File: config.mk
export PLATFORM = sky130hd
export DESIGN_NAME = mem_arbiter_flat
export DESIGN_NICKNAME = d
export VERILOG_FILES = /design/src/rtl/mem_arbiter_if.sv /design/src/rtl/mem_arbiter.sv /design/src/flat_wrapper.sv
export SDC_FILE = /design/constraint.sdc
export NUM_CORES = 1
export LEC_CHECK = 0
export BUFFER_PORTS_ARGS = -buffer_cell sky130_fd_sc_hd__buf_2
export CAP_MARGIN = 40
export CORE_MARGIN = 2
export CORE_UTILIZATION = 48
export DETAILED_ROUTE_END_ITERATION = 8
export MAX_ROUTING_LAYER = met4
export PLACE_DENSITY = 0.76
export SKIP_CTS_REPAIR_TIMING = 1
export SLEW_MARGIN = 10
export SYNTH_ARGS = -nofsm -noshare
export SYNTH_HDL_FRONTEND = slang
export SYNTH_SLANG_ARGS = --single-unit
File: constraint.sdc
create_clock -name clk -period 2.8 [get_ports clk]
set_input_delay 0.28 -clock clk [delete_from_list [all_inputs] [get_ports clk]]
set_output_delay 0.28 -clock clk [all_outputs]
set_load 0.01 [all_outputs]
File: src/rtl/mem_arbiter_if.sv
`default_nettype none
// ============================================================================
// Module      : mem_arbiter_if
// Description : Bundle of every signal exchanged between mem_arbiter and its
//               surroundings: IF fetch port, LS port, byte-wide RAM/IO bus,
//               global enable and status.
//               slave  : seen from the arbiter (requests in, RAM bus out)
//               master : seen from the pipeline / RAM side
// Ports       : none (pure signal bundle; clk/rst are wired separately)
// Revision    : 1.0 - initial release
// ============================================================================
interface mem_arbiter_if #(
   parameter int ADDR_W = 32
);
   // global enable
   logic              rdy;

   // instruction fetch port
   logic              if_req;
   logic [ADDR_W-1:0] if_addr;
   logic              if_ack;
   logic [31:0]       if_data;
   logic              flush;

   // load/store port
   logic              ls_req;
   logic              ls_we;
   logic [ADDR_W-1:0] ls_addr;
   logic [31:0]       ls_wdata;
   logic [2:0]        ls_size;
   logic              ls_ack;
   logic [31:0]       ls_rdata;

   // byte-wide RAM / IO bus
   logic [ADDR_W-1:0] ram_addr;
   logic              ram_wr;
   logic [7:0]        ram_dout;
   logic [7:0]        ram_din;
   logic              io_buffer_full;

   // status
   logic              busy;

   modport slave (
      input  rdy,
      input  if_req, if_addr, flush,
      output if_ack, if_data,
      input  ls_req, ls_we, ls_addr, ls_wdata, ls_size,
      output ls_ack, ls_rdata,
      output ram_addr, ram_wr, ram_dout,
      input  ram_din, io_buffer_full,
      output busy
   );

   modport master (
      output rdy,
      output if_req, if_addr, flush,
      input  if_ack, if_data,
      output ls_req, ls_we, ls_addr, ls_wdata, ls_size,
      input  ls_ack, ls_rdata,
      input  ram_addr, ram_wr, ram_dout,
      output ram_din, io_buffer_full,
      input  busy
   );
endinterface
`default_nettype wire

File: src/rtl/mem_arbiter.sv
`default_nettype none
// ============================================================================
// Module      : mem_arbiter
// Description : Shares one byte-wide RAM port between instruction fetch (IF)
//               and the load/store unit (LS). Each granted request is split
//               into consecutive byte transfers and the result is returned
//               as one assembled 32-bit word with a single-cycle ack.
//               LS normally wins arbitration; IF is forced through after
//               STARVE_MAX consecutive LS grants. LS writes to the I/O region
//               are held back while the I/O write buffer is full.
// Ports       : clk  - clock, rising edge
//               rst  - synchronous active-high reset
//               bus  - mem_arbiter_if.slave: IF port, LS port, RAM bus,
//                      rdy global enable, io_buffer_full, busy
// Revision    : 1.0 - initial release
// ============================================================================
module mem_arbiter #(
   parameter int         ADDR_W     = 32,
   parameter int         STARVE_MAX = 4,
   parameter logic [1:0] IO_HI      = 2'b11
) (
   input  logic         clk,
   input  logic         rst,
   mem_arbiter_if.slave bus
);

   // ------------------------------------------------------------------------
   // Constants
   // ------------------------------------------------------------------------
   localparam logic [1:0] C_IDLE = 2'd0;
   localparam logic [1:0] C_RD   = 2'd1;
   localparam logic [1:0] C_WR   = 2'd2;

   localparam int                 C_SW         = (STARVE_MAX < 1) ? 1 : $clog2(STARVE_MAX + 1);
   localparam logic [C_SW-1:0]    C_STARVE_MAX = C_SW'(STARVE_MAX);
   localparam logic [ADDR_W-1:0]  C_ADDR_ONE   = ADDR_W'(1);

   // ------------------------------------------------------------------------
   // State
   // ------------------------------------------------------------------------
   logic [1:0]        state_q,    state_d;
   logic              src_ls_q,   src_ls_d;    // 1 = LS owns the transaction
   logic [2:0]        n_q,        n_d;         // byte count: 1, 2 or 4
   logic [2:0]        cnt_q,      cnt_d;       // edges elapsed since grant
   logic [ADDR_W-1:0] ram_addr_q, ram_addr_d;
   logic              ram_wr_q,   ram_wr_d;
   logic [7:0]        ram_dout_q, ram_dout_d;
   logic [31:0]       wdata_q,    wdata_d;
   logic [31:0]       rdata_q,    rdata_d;
   logic              if_ack_q,   if_ack_d;
   logic [31:0]       if_data_q,  if_data_d;
   logic              ls_ack_q,   ls_ack_d;
   logic [31:0]       ls_rdata_q, ls_rdata_d;
   logic [C_SW-1:0]   starve_q,   starve_d;
   logic              flush_q,    flush_d;     // sticky flush for current IF read

   // ------------------------------------------------------------------------
   // Arbitration terms
   // ------------------------------------------------------------------------
   logic       w_ls_io;
   logic       w_ls_elig;
   logic       w_if_elig;
   logic       w_arb_en;
   logic       w_grant_ls;
   logic       w_grant_if;
   logic [2:0] w_ls_n;
   logic [2:0] w_edge;     // index of the edge being evaluated, counted from grant
   logic [2:0] w_off;
   logic [1:0] w_idx;      // byte lane sampled at this edge during a read

   assign w_ls_io   = (bus.ls_addr[17:16] == IO_HI);
   assign w_ls_elig = bus.ls_req & ~(bus.ls_we & w_ls_io & bus.io_buffer_full);
   assign w_if_elig = bus.if_req & ~bus.flush;

   // The idle cycle that carries an ack is a forced dead cycle, so a requester
   // that drops its request on the ack is never granted twice.
   assign w_arb_en  = (state_q == C_IDLE) & ~if_ack_q & ~ls_ack_q;

   assign w_grant_ls = w_arb_en & w_ls_elig & (~w_if_elig | (starve_q < C_STARVE_MAX));
   assign w_grant_if = w_arb_en & w_if_elig & ~w_grant_ls;

   // Unsupported sizes fall back to a full word.
   always_comb begin
      case (bus.ls_size)
         3'd1:    w_ls_n = 3'd1;
         3'd2:    w_ls_n = 3'd2;
         default: w_ls_n = 3'd4;
      endcase
   end

   assign w_edge = cnt_q + 3'd1;
   assign w_off  = w_edge - 3'd2;
   assign w_idx  = w_off[1:0];

   // ------------------------------------------------------------------------
   // Next-state logic
   // ------------------------------------------------------------------------
   always_comb begin
      state_d    = state_q;
      src_ls_d   = src_ls_q;
      n_d        = n_q;
      cnt_d      = cnt_q;
      ram_addr_d = ram_addr_q;
      ram_wr_d   = ram_wr_q;
      ram_dout_d = ram_dout_q;
      wdata_d    = wdata_q;
      rdata_d    = rdata_q;
      if_ack_d   = 1'b0;
      if_data_d  = if_data_q;
      ls_ack_d   = 1'b0;
      ls_rdata_d = ls_rdata_q;
      flush_d    = flush_q;

      case (state_q)
         C_IDLE: begin
            ram_addr_d = '0;
            ram_wr_d   = 1'b0;
            if (w_grant_ls) begin
               src_ls_d   = 1'b1;
               n_d        = w_ls_n;
               cnt_d      = 3'd0;
               ram_addr_d = bus.ls_addr;
               wdata_d    = bus.ls_wdata;
               rdata_d    = '0;
               flush_d    = 1'b0;
               if (bus.ls_we) begin
                  ram_wr_d   = 1'b1;
                  ram_dout_d = bus.ls_wdata[7:0];
                  state_d    = C_WR;
               end else begin
                  state_d    = C_RD;
               end
            end else if (w_grant_if) begin
               src_ls_d   = 1'b0;
               n_d        = 3'd4;
               cnt_d      = 3'd0;
               ram_addr_d = bus.if_addr;
               rdata_d    = '0;
               flush_d    = bus.flush;
               state_d    = C_RD;
            end
         end

         C_RD: begin
            cnt_d = w_edge;
            if (!src_ls_q && bus.flush) begin
               flush_d = 1'b1;
            end
            // Addresses run one edge ahead of the data because RAM has a
            // one-cycle read latency; once the last byte is presented the
            // bus is parked at 0.
            if (w_edge < n_q) begin
               ram_addr_d = ram_addr_q + C_ADDR_ONE;
            end else begin
               ram_addr_d = '0;
            end
            if (w_edge >= 3'd2) begin
               rdata_d[{w_idx, 3'b000} +: 8] = bus.ram_din;
            end
            if (w_edge == (n_q + 3'd1)) begin
               state_d = C_IDLE;
               if (src_ls_q) begin
                  ls_ack_d   = 1'b1;
                  ls_rdata_d = rdata_d;
               end else if (!(flush_q || bus.flush)) begin
                  // A flushed fetch still finishes on the bus, but its
                  // result is dropped silently.
                  if_ack_d  = 1'b1;
                  if_data_d = rdata_d;
               end
            end
         end

         C_WR: begin
            cnt_d = w_edge;
            if (w_edge < n_q) begin
               ram_addr_d = ram_addr_q + C_ADDR_ONE;
               ram_dout_d = wdata_q[{w_edge[1:0], 3'b000} +: 8];
            end else begin
               ram_wr_d   = 1'b0;
               ram_addr_d = '0;
               ls_ack_d   = 1'b1;
               state_d    = C_IDLE;
            end
         end

         default: begin
            state_d    = C_IDLE;
            ram_addr_d = '0;
            ram_wr_d   = 1'b0;
         end
      endcase
   end

   // Starvation counter: counts LS wins while IF is waiting; any cycle where
   // IF is not requesting, or an IF grant, restarts the count.
   always_comb begin
      starve_d = starve_q;
      if (!bus.if_req || w_grant_if) begin
         starve_d = '0;
      end else if (w_grant_ls && (starve_q < C_STARVE_MAX)) begin
         starve_d = starve_q + C_SW'(1);
      end
   end

   // ------------------------------------------------------------------------
   // Registers: rdy low freezes everything, acks included
   // ------------------------------------------------------------------------
   always_ff @(posedge clk) begin
      if (rst) begin
         state_q    <= C_IDLE;
         src_ls_q   <= 1'b0;
         n_q        <= 3'd0;
         cnt_q      <= 3'd0;
         ram_addr_q <= '0;
         ram_wr_q   <= 1'b0;
         ram_dout_q <= 8'd0;
         wdata_q    <= 32'd0;
         rdata_q    <= 32'd0;
         if_ack_q   <= 1'b0;
         if_data_q  <= 32'd0;
         ls_ack_q   <= 1'b0;
         ls_rdata_q <= 32'd0;
         starve_q   <= '0;
         flush_q    <= 1'b0;
      end else if (bus.rdy) begin
         state_q    <= state_d;
         src_ls_q   <= src_ls_d;
         n_q        <= n_d;
         cnt_q      <= cnt_d;
         ram_addr_q <= ram_addr_d;
         ram_wr_q   <= ram_wr_d;
         ram_dout_q <= ram_dout_d;
         wdata_q    <= wdata_d;
         rdata_q    <= rdata_d;
         if_ack_q   <= if_ack_d;
         if_data_q  <= if_data_d;
         ls_ack_q   <= ls_ack_d;
         ls_rdata_q <= ls_rdata_d;
         starve_q   <= starve_d;
         flush_q    <= flush_d;
      end
   end

   // ------------------------------------------------------------------------
   // Outputs
   // ------------------------------------------------------------------------
   assign bus.ram_addr = ram_addr_q;
   assign bus.ram_wr   = ram_wr_q;
   assign bus.ram_dout = ram_dout_q;
   assign bus.if_ack   = if_ack_q;
   assign bus.if_data  = if_data_q;
   assign bus.ls_ack   = ls_ack_q;
   assign bus.ls_rdata = ls_rdata_q;
   assign bus.busy     = (state_q != C_IDLE);

endmodule
`default_nettype wire

File: src/flat_wrapper.sv
// flat-port wrapper written by rule: the top's interface ports become plain ports
module mem_arbiter_flat 
#(
   parameter int         ADDR_W     = 32,
   parameter int         STARVE_MAX = 4,
   parameter logic [1:0] IO_HI      = 2'b11
)
  (clk, rst, bus_rdy, bus_if_req, bus_if_addr, bus_flush, bus_if_ack, bus_if_data, bus_ls_req, bus_ls_we, bus_ls_addr, bus_ls_wdata, bus_ls_size, bus_ls_ack, bus_ls_rdata, bus_ram_addr, bus_ram_wr, bus_ram_dout, bus_ram_din, bus_io_buffer_full, bus_busy);
  mem_arbiter_if #(.ADDR_W(ADDR_W)) bus_i ();
  input  logic clk;
  input  logic rst;
  input wire logic [$bits(bus_i.rdy)-1:0] bus_rdy;
  input wire logic [$bits(bus_i.if_req)-1:0] bus_if_req;
  input wire logic [$bits(bus_i.if_addr)-1:0] bus_if_addr;
  input wire logic [$bits(bus_i.flush)-1:0] bus_flush;
  output wire logic [$bits(bus_i.if_ack)-1:0] bus_if_ack;
  output wire logic [$bits(bus_i.if_data)-1:0] bus_if_data;
  input wire logic [$bits(bus_i.ls_req)-1:0] bus_ls_req;
  input wire logic [$bits(bus_i.ls_we)-1:0] bus_ls_we;
  input wire logic [$bits(bus_i.ls_addr)-1:0] bus_ls_addr;
  input wire logic [$bits(bus_i.ls_wdata)-1:0] bus_ls_wdata;
  input wire logic [$bits(bus_i.ls_size)-1:0] bus_ls_size;
  output wire logic [$bits(bus_i.ls_ack)-1:0] bus_ls_ack;
  output wire logic [$bits(bus_i.ls_rdata)-1:0] bus_ls_rdata;
  output wire logic [$bits(bus_i.ram_addr)-1:0] bus_ram_addr;
  output wire logic [$bits(bus_i.ram_wr)-1:0] bus_ram_wr;
  output wire logic [$bits(bus_i.ram_dout)-1:0] bus_ram_dout;
  input wire logic [$bits(bus_i.ram_din)-1:0] bus_ram_din;
  input wire logic [$bits(bus_i.io_buffer_full)-1:0] bus_io_buffer_full;
  output wire logic [$bits(bus_i.busy)-1:0] bus_busy;
  assign bus_i.rdy = bus_rdy;
  assign bus_i.if_req = bus_if_req;
  assign bus_i.if_addr = bus_if_addr;
  assign bus_i.flush = bus_flush;
  assign bus_if_ack = bus_i.if_ack;
  assign bus_if_data = bus_i.if_data;
  assign bus_i.ls_req = bus_ls_req;
  assign bus_i.ls_we = bus_ls_we;
  assign bus_i.ls_addr = bus_ls_addr;
  assign bus_i.ls_wdata = bus_ls_wdata;
  assign bus_i.ls_size = bus_ls_size;
  assign bus_ls_ack = bus_i.ls_ack;
  assign bus_ls_rdata = bus_i.ls_rdata;
  assign bus_ram_addr = bus_i.ram_addr;
  assign bus_ram_wr = bus_i.ram_wr;
  assign bus_ram_dout = bus_i.ram_dout;
  assign bus_i.ram_din = bus_ram_din;
  assign bus_i.io_buffer_full = bus_io_buffer_full;
  assign bus_busy = bus_i.busy;
  mem_arbiter #(.ADDR_W(ADDR_W), .STARVE_MAX(STARVE_MAX), .IO_HI(IO_HI)) u_core (.clk(clk), .rst(rst), .bus(bus_i));
endmodule
* Word level (Yosys, flattened, before mapping)
Index checks and enable logic that the tools add are counted.
W data, S select, Z words.
** Word-level totals
- Register bits after elaboration :: 184
- Output and inout bits :: 108
** Operators by class
- Bitwise logic cells :: 20
- $lt $le $gt $ge :: 3
- Add/sub/neg operators :: 6
- Shift-type cells :: 3
- Reduce and logical (&&, ||, !) cells :: 25
- Mux-type cells :: 45
- Equal/unequal tests :: 13
** Operator list (count)
- $mux W32 :: 6
- $pmux W32 S2 :: 2
- $add A32 B1 Y32 const B :: 1
- $bwmux W32 :: 1
- $shift A8 B7 Y32 const A :: 1
- $shiftx A32 B6 Y8 :: 1
- $shiftx A8 B7 Y32 :: 1
- $mux W8 :: 3
- $mux W3 :: 6
- $pmux W8 S2 :: 1
- $mux W1 :: 15
- $reduce_and A3 Y1 :: 5
- $pmux W3 S2 :: 2
- $reduce_and A4 Y1 :: 3
- $reduce_bool A2 Y1 :: 6
- $and A1 B1 Y1 :: 10
- $mux W2 :: 5
- $reduce_and A5 Y1 :: 2
- $add A3 B1 Y3 const B :: 3
- $not A1 Y1 :: 9
- $ne A2 B1 Y1 const B :: 4
- $neg A5 Y7 :: 1
- $pmux W2 S3 :: 1
- $eq A2 B2 Y1 const B :: 2
- other kinds (19) :: 24

* Longest topological paths before layout
- Word-level depth :: 12
- Mapped depth :: 10
- Gate-level depth less buffers :: 9

* Least setup slack after synthesis
No wires, ideal clock.
- Path type :: flip-flop to flip-flop
- Start :: reg u_core.cnt_q[0]
- End :: reg u_core.ram_dout_q[6] (netlist: u_core.bus.ram_dout[6])
- Stages on the path, launching flop included :: 11
- Path buffers :: 1
- Slack :: 0.116 ns
- Data required time :: 2.714 ns
- Arrival :: 2.598 ns
- Clock period less this slack :: 2.684 ns
- Cell sequence :: dfxtp_1 > ha_1 > xnor2_4 > inv_1 > ha_1 > a21oi_1 > a21boi_0 > a211oi_2 > buf_2 > nor2_1 > a211oi_1
** On the way
- Longest elaborated chain between the ends :: 4
** Ends and longest elaborated chain
- from (decl) :: line mem_arbiter.sv:44 : logic [2:0] cnt_q, cnt_d;
- from (signal assigned) :: line mem_arbiter.sv:230 : cnt_q <= cnt_d;
- $add A3 B1 Y3 (*) :: line mem_arbiter.sv:91 : assign w_edge = cnt_q + 3'd1;
- $shiftx A32 B6 Y8 / $lt A3 B3 Y1 (equally long branches) :: line mem_arbiter.sv:178, mem_arbiter.sv:176
- $mux W8 / $ne A2 B1 Y1 (equally long branches)
- $pmux W8 S2 / $reduce_and A5 Y1 (equally long branches)
- to (signal assigned) :: line mem_arbiter.sv:233 : ram_dout_q <= ram_dout_d;
- to (decl) :: line mem_arbiter.sv:47 : logic [7:0] ram_dout_q, ram_dout_d;
Mark *: on every way between the ends. The rest lies on a longest branch, timed or not. The select of a mux whose other input is x is not followed.
A chain may end at the register's enable or synchronous reset.

* Worst setup path in the final report
- Start :: reg u_core.cnt_q[1]
- End :: reg u_core.ram_addr_q[22] (netlist: u_core.bus.ram_addr[22])
** On the way
- Longest elaborated chain between the ends :: 4
** Ends and longest elaborated chain
- $add A3 B1 Y3 :: line mem_arbiter.sv:91
- $lt A3 B3 Y1 :: line mem_arbiter.sv:152, mem_arbiter.sv:176
- $mux W32 :: line mem_arbiter.sv:152, mem_arbiter.sv:176
- $pmux W32 S2 :: line mem_arbiter.sv:114 : case (state_q)
- to (signal assigned) :: line mem_arbiter.sv:231 : ram_addr_q <= ram_addr_d;
- to (decl) :: line mem_arbiter.sv:45 : logic [ADDR_W-1:0] ram_addr_q, ram_addr_d;
No other way between the ends.

==> report_table.html <==
<table>
<tr><th>Metric</th><th>Value</th></tr>
<tr><th colspan="2">STA</th></tr>
<tr><td>Clock period minus final worst setup slack</td><td>between 2 and 3 ns</td></tr>
<tr><td>Setup repair after global routing missed its margin</td><td>no</td></tr>
<tr><td>Measured slew at the worst slew-check pin</td><td>0.854 ns</td></tr>
<tr><td>Setup ws final</td><td>about 0.24 ns</td></tr>
<tr><td>Final worst path period share</td><td>0.915</td></tr>
<tr><td>Aggregate negative setup slack</td><td>0 ns</td></tr>
<tr><td>Final number of hold-violating endpoints</td><td>0</td></tr>
<tr><td>Max Clock Freq</td><td>~390 MHz</td></tr>
<tr><td>Setup violators final</td><td>0</td></tr>
<tr><td>Clk_skew</td><td>between 0.009 and 0.01 ns</td></tr>
<tr><td>Number of max-slew violations in the final report</td><td>0</td></tr>
<tr><td>Worst max-slew margin expressed relative to the limit</td><td>0.429</td></tr>
<tr><th colspan="2">Yosys</th></tr>
<tr><td>Total of warnings raised by yosys</td><td>0</td></tr>
<tr><td>Avg Cell Area, Syn</td><td>slightly below 9 um^2</td></tr>
<tr><td>Async set or reset register ratio after synthesis</td><td>0</td></tr>
<tr><td>Area of the mapped netlist</td><td>roughly 0.0086 mm^2</td></tr>
<tr><td>Sequential-to-total area share from yosys stat</td><td>0.428</td></tr>
<tr><td>Seq cells post-synth</td><td>between 150 and 200</td></tr>
<tr><td>Total nets after synthesis</td><td>approximately 1100</td></tr>
<tr><td>Post-synth EDFFs</td><td>0</td></tr>
<tr><td>Distinct cell type count after synthesis</td><td>~70</td></tr>
<tr><td>Post-synthesis cell type with the largest combined area</td><td>dfxtp_1</td></tr>
<tr><td>Share of the synthesized area in the top cell type</td><td>0.428</td></tr>
<tr><td>Syn Inst Count</td><td>993</td></tr>
<tr><td>Ys flop type</td><td>dfxtp_1</td></tr>
<tr><td>Leading post-synthesis cells by cell area</td><td>dfxtp_1 (43%), a211oi_1 (6.5%), a21oi_1 (5.0%)</td></tr>
<tr><th colspan="2">Critical path</th></tr>
<tr><td>Cell family contributing the most delay on the critical path</td><td>simple AND/OR/NAND/NOR gates</td></tr>
<tr><td>Cell Chain, Critical Path</td><td>ha_1 -&gt; xnor2_4 -&gt; inv_1 -&gt; ha_1 -&gt; nand3b_1 -&gt; nand3_1 -&gt; nor3_1 -&gt; and3_1 -&gt; or4b_1</td></tr>
<tr><td>Critical path required time</td><td>around 3.1 ns</td></tr>
<tr><td>Cell repeated most along the worst path</td><td>ha_1</td></tr>
<tr><td>CP Launch Type</td><td>flop</td></tr>
<tr><td>Type of the worst setup path</td><td>reg -&gt; reg</td></tr>
<tr><td>CP Depth</td><td>9</td></tr>
<tr><td>Crit path max-delay cell type</td><td>or4b_1</td></tr>
<tr><td>CP Data Arrival Time</td><td>2.87 ns</td></tr>
<tr><td>Endpoint type of the worst setup path</td><td>flop</td></tr>
<tr><td>Maximum net fanout on the critical path</td><td>7</td></tr>
<tr><td>Worst r2r path cells</td><td>9</td></tr>
<tr><td>Worst stage delay on the critical path</td><td>between 0.4 and 0.5 ns</td></tr>
<tr><td>Crit path buffers/inverters</td><td>1</td></tr>
<tr><th colspan="2">Place</th></tr>
<tr><td>Worst slack at placement</td><td>approximately 0.19 ns</td></tr>
<tr><td>Port Buffer Count</td><td>222</td></tr>
<tr><td>DP HPWL</td><td>approximately 17000 um</td></tr>
<tr><td>Routability cong.</td><td>slightly above 0.9</td></tr>
<tr><td>Post-place instance area</td><td>about 0.01 mm^2</td></tr>
<tr><th colspan="2">Power</th></tr>
<tr><td>Power density over the cells</td><td>between 600 and 700 mW/mm^2</td></tr>
<tr><td>Power, Total</td><td>approximately 6.6 mW</td></tr>
<tr><td>Peak ir drop on the vdd network</td><td>0.000459 V</td></tr>
<tr><td>Leakage power of the design</td><td>4.29 nW</td></tr>
<tr><th colspan="2">Routing</th></tr>
<tr><td>WL met3</td><td>between 1500 and 2000 um</td></tr>
<tr><td>Antenna-violating nets left</td><td>0</td></tr>
<tr><td>WL per Instance</td><td>approximately 17 um</td></tr>
<tr><td>Detailed-route vias per instance</td><td>slightly below 6</td></tr>
<tr><td>Routed wl met2</td><td>about 12000 um</td></tr>
<tr><td>Drt pass-1 iters</td><td>5</td></tr>
<tr><td>Post-detailed-route DRC marker count</td><td>0</td></tr>
<tr><td>Routed via count</td><td>~8500</td></tr>
<tr><td>Wirelength, routed</td><td>~25000 um</td></tr>
<tr><td>Met1 layer wirelength in the final routing</td><td>between 10000 and 15000 um</td></tr>
<tr><td>Initial DRC count</td><td>540</td></tr>
<tr><td>Top layer used by detailed routing</td><td>met4</td></tr>
<tr><th colspan="2">Global route</th></tr>
<tr><td>Number of global-route vias before repair</td><td>~8000</td></tr>
<tr><td>Total congestion overflow after global routing</td><td>0</td></tr>
<tr><td>Largest net degree at the start of global routing</td><td>66</td></tr>
<tr><td>Global-route wire length before repair</td><td>39600 um</td></tr>
<tr><td>Initial antenna violation count</td><td>0</td></tr>
<tr><td>Overall track demand over capacity in global routing</td><td>0.269</td></tr>
<tr><th colspan="2">Floorplan</th></tr>
<tr><td>Total I/O pin count</td><td>between 200 and 250</td></tr>
<tr><td>Die footprint</td><td>0.0190 mm^2</td></tr>
<tr><td>Vert. Die Dim</td><td>between 100 and 150 um</td></tr>
<tr><td>Placement Rows</td><td>48</td></tr>
<tr><td>Initial standard-cell utilization of the core</td><td>0.494</td></tr>
<tr><td>Die extent in x</td><td>around 140 um</td></tr>
<tr><td>Placeable core area</td><td>approximately 0.017 mm^2</td></tr>
<tr><th colspan="2">Finish</th></tr>
<tr><td>Post-route cell area</td><td>~0.011 mm^2</td></tr>
<tr><td>Fraction of layout cells with a size suffix above 1</td><td>0.257</td></tr>
<tr><td>Number of diodes</td><td>0</td></tr>
<tr><td>Most frequent cells in the layout</td><td>buf_2 (221), dfxtp_1 (184), nand2_1 (103), nor2_1 (96), a21oi_1 (86)</td></tr>
<tr><td>Fill cell total of the finished layout</td><td>about 1600</td></tr>
<tr><td>Layout Nets</td><td>~1300</td></tr>
<tr><td>Growth of design area from synthesis to finish</td><td>23.5%</td></tr>
<tr><td>Most common cell after layout, fill and taps aside</td><td>buf_2</td></tr>
<tr><th colspan="2">Clocking</th></tr>
<tr><td>Clock transition at path regs</td><td>roughly 0.07 ns</td></tr>
<tr><td>Worst-skew pair later-pin latency</td><td>0.44 ns</td></tr>
<tr><td>Cell chosen for the clock root</td><td>clkbuf_16</td></tr>
<tr><td>Sinks on Clock Net</td><td>about 180</td></tr>
<tr><td>Clock tree from TritonCTS</td><td>built</td></tr>
<tr><td>Number of H-tree levels</td><td>4</td></tr>
<tr><td>Deepest clock path buffer count</td><td>2</td></tr>
<tr><td>Clock buffer count from CTS</td><td>17</td></tr>
<tr><th colspan="2">Worst hold path</th></tr>
<tr><td>Hold depth</td><td>3</td></tr>
<tr><td>Worst hold-check path type</td><td>in -&gt; reg</td></tr>
<tr><th colspan="2">Status</th></tr>
<tr><td>Run status</td><td>finished, final reports clean</td></tr>
<tr><th colspan="2">Run</th></tr>
<tr><td>Number of max-capacitance violations reported</td><td>0</td></tr>
</table>
## kinds of logic after synthesis
family                     after synthesis  share of synthesized area
AOI/OAI and AO/OA                      326                      0.261
xor gates and xnor gates                 6                    0.00916
adders and majority gates               16                     0.0233
buffers and inverters                   92                     0.0467
DFF                                    184                      0.428
muxes                                   18                     0.0327
and+or+nand+nor                        351                      0.199
## layer usage
metal  vias up  global-route usage
met5         -                   -
met2       349               0.429
met4         0              0.0839
met3        42              0.0574
li1       4127                   -
met1      3950               0.342
## synthesized netlist by cell type, drive strengths merged (6+ instances only)
| cell | n |
|---|---|
| mux4 | 8 |
| a22oi | 7 |
| o21ai | 36 |
| nor3 | 28 |
| ha | 16 |
| a311oi | 7 |
| nor3b | 6 |
| nand2 | 103 |
| buf | 32 |
| clkbuf | 41 |
| a221oi | 7 |
| and3 | 37 |
| a22o | 8 |
| a31oi | 20 |
| a211oi | 76 |
| inv | 19 |
| dfxtp | 184 |
| mux2i | 9 |
| a21oi | 87 |
| nand4 | 15 |
| o2bb2ai | 35 |
| nor2b | 10 |
| or3 | 6 |
| nor2 | 97 |
| nand3b | 6 |
| nand3 | 18 |
## state kept, by name (all words and copies together) (netlist names), 2 cells and up
register	count
u_core.bus.if_data	32
u_core.bus.ls_rdata	32
u_core.bus.ram_addr	32
u_core.rdata_q	32
u_core.wdata_q	32
u_core.bus.ram_dout	8
u_core.cnt_q	3
u_core.n_q	3
u_core.starve_q	3
u_core.state_q	2
## worst reg2reg max path: cells and delay by family, from the launching register on
family / cells / cell delay [ns]
fa+ha+maj: 2 / 0.61
xor+xnor: 1 / 0.16
simple gates: 5 / 1.22
flops: 1 / 0.38
buf+inv: 1 / 0.06
## report_power, final
part | switching [mW] | internal, mW | leakage (nW) | total, mW
Clock | 1.08 | 1.60 | 0.307 | 2.67
Sequential | 0.121 | 2.75 | 1.49 | 2.87
Combinational | 0.645 | 0.433 | 2.50 | 1.08
## stage by stage
step / util / hold slack [ns] / instances
detailed placement: 0.572 / 0.441 / 1399
finish: 0.610 / 0.0826 / 1433
global placement: 0.572 / 0.436 / 1399
CTS: 0.609 / 0.0651 / 1431
floorplan: - / 0.399 / 993
global route: 0.610 / 0.0817 / 1433
## final timing paths
kind | from | end | slack [ns]
hold reg to reg | u_core.wdata_q[16] | u_core.wdata_q[16] | 0.45
setup / recovery | u_core.cnt_q[1] | u_core.bus.ram_addr[22] | 0.24
hold / removal | bus_ls_wdata[14] | u_core.wdata_q[14] | 0.08
setup reg to reg | u_core.cnt_q[1] | u_core.bus.ram_addr[22] | 0.24
## area by class of cell
class / count / area [um^2] / area share
Clock buffer: 19 / 433 / 0.0407
Inverter: 19 / 71.3 / 0.00671
Clock inverter: 13 / 220 / 0.0207
Sequential cell: 184 / 3680 / 0.347
Multi-Input combinational cell: 717 / 4530 / 0.426
Timing Repair Buffer: 256 / 1410 / 0.132
Tap cell: 225 / 282 / 0.0265
No activity file was read; power rests on OpenSTA's default activity.
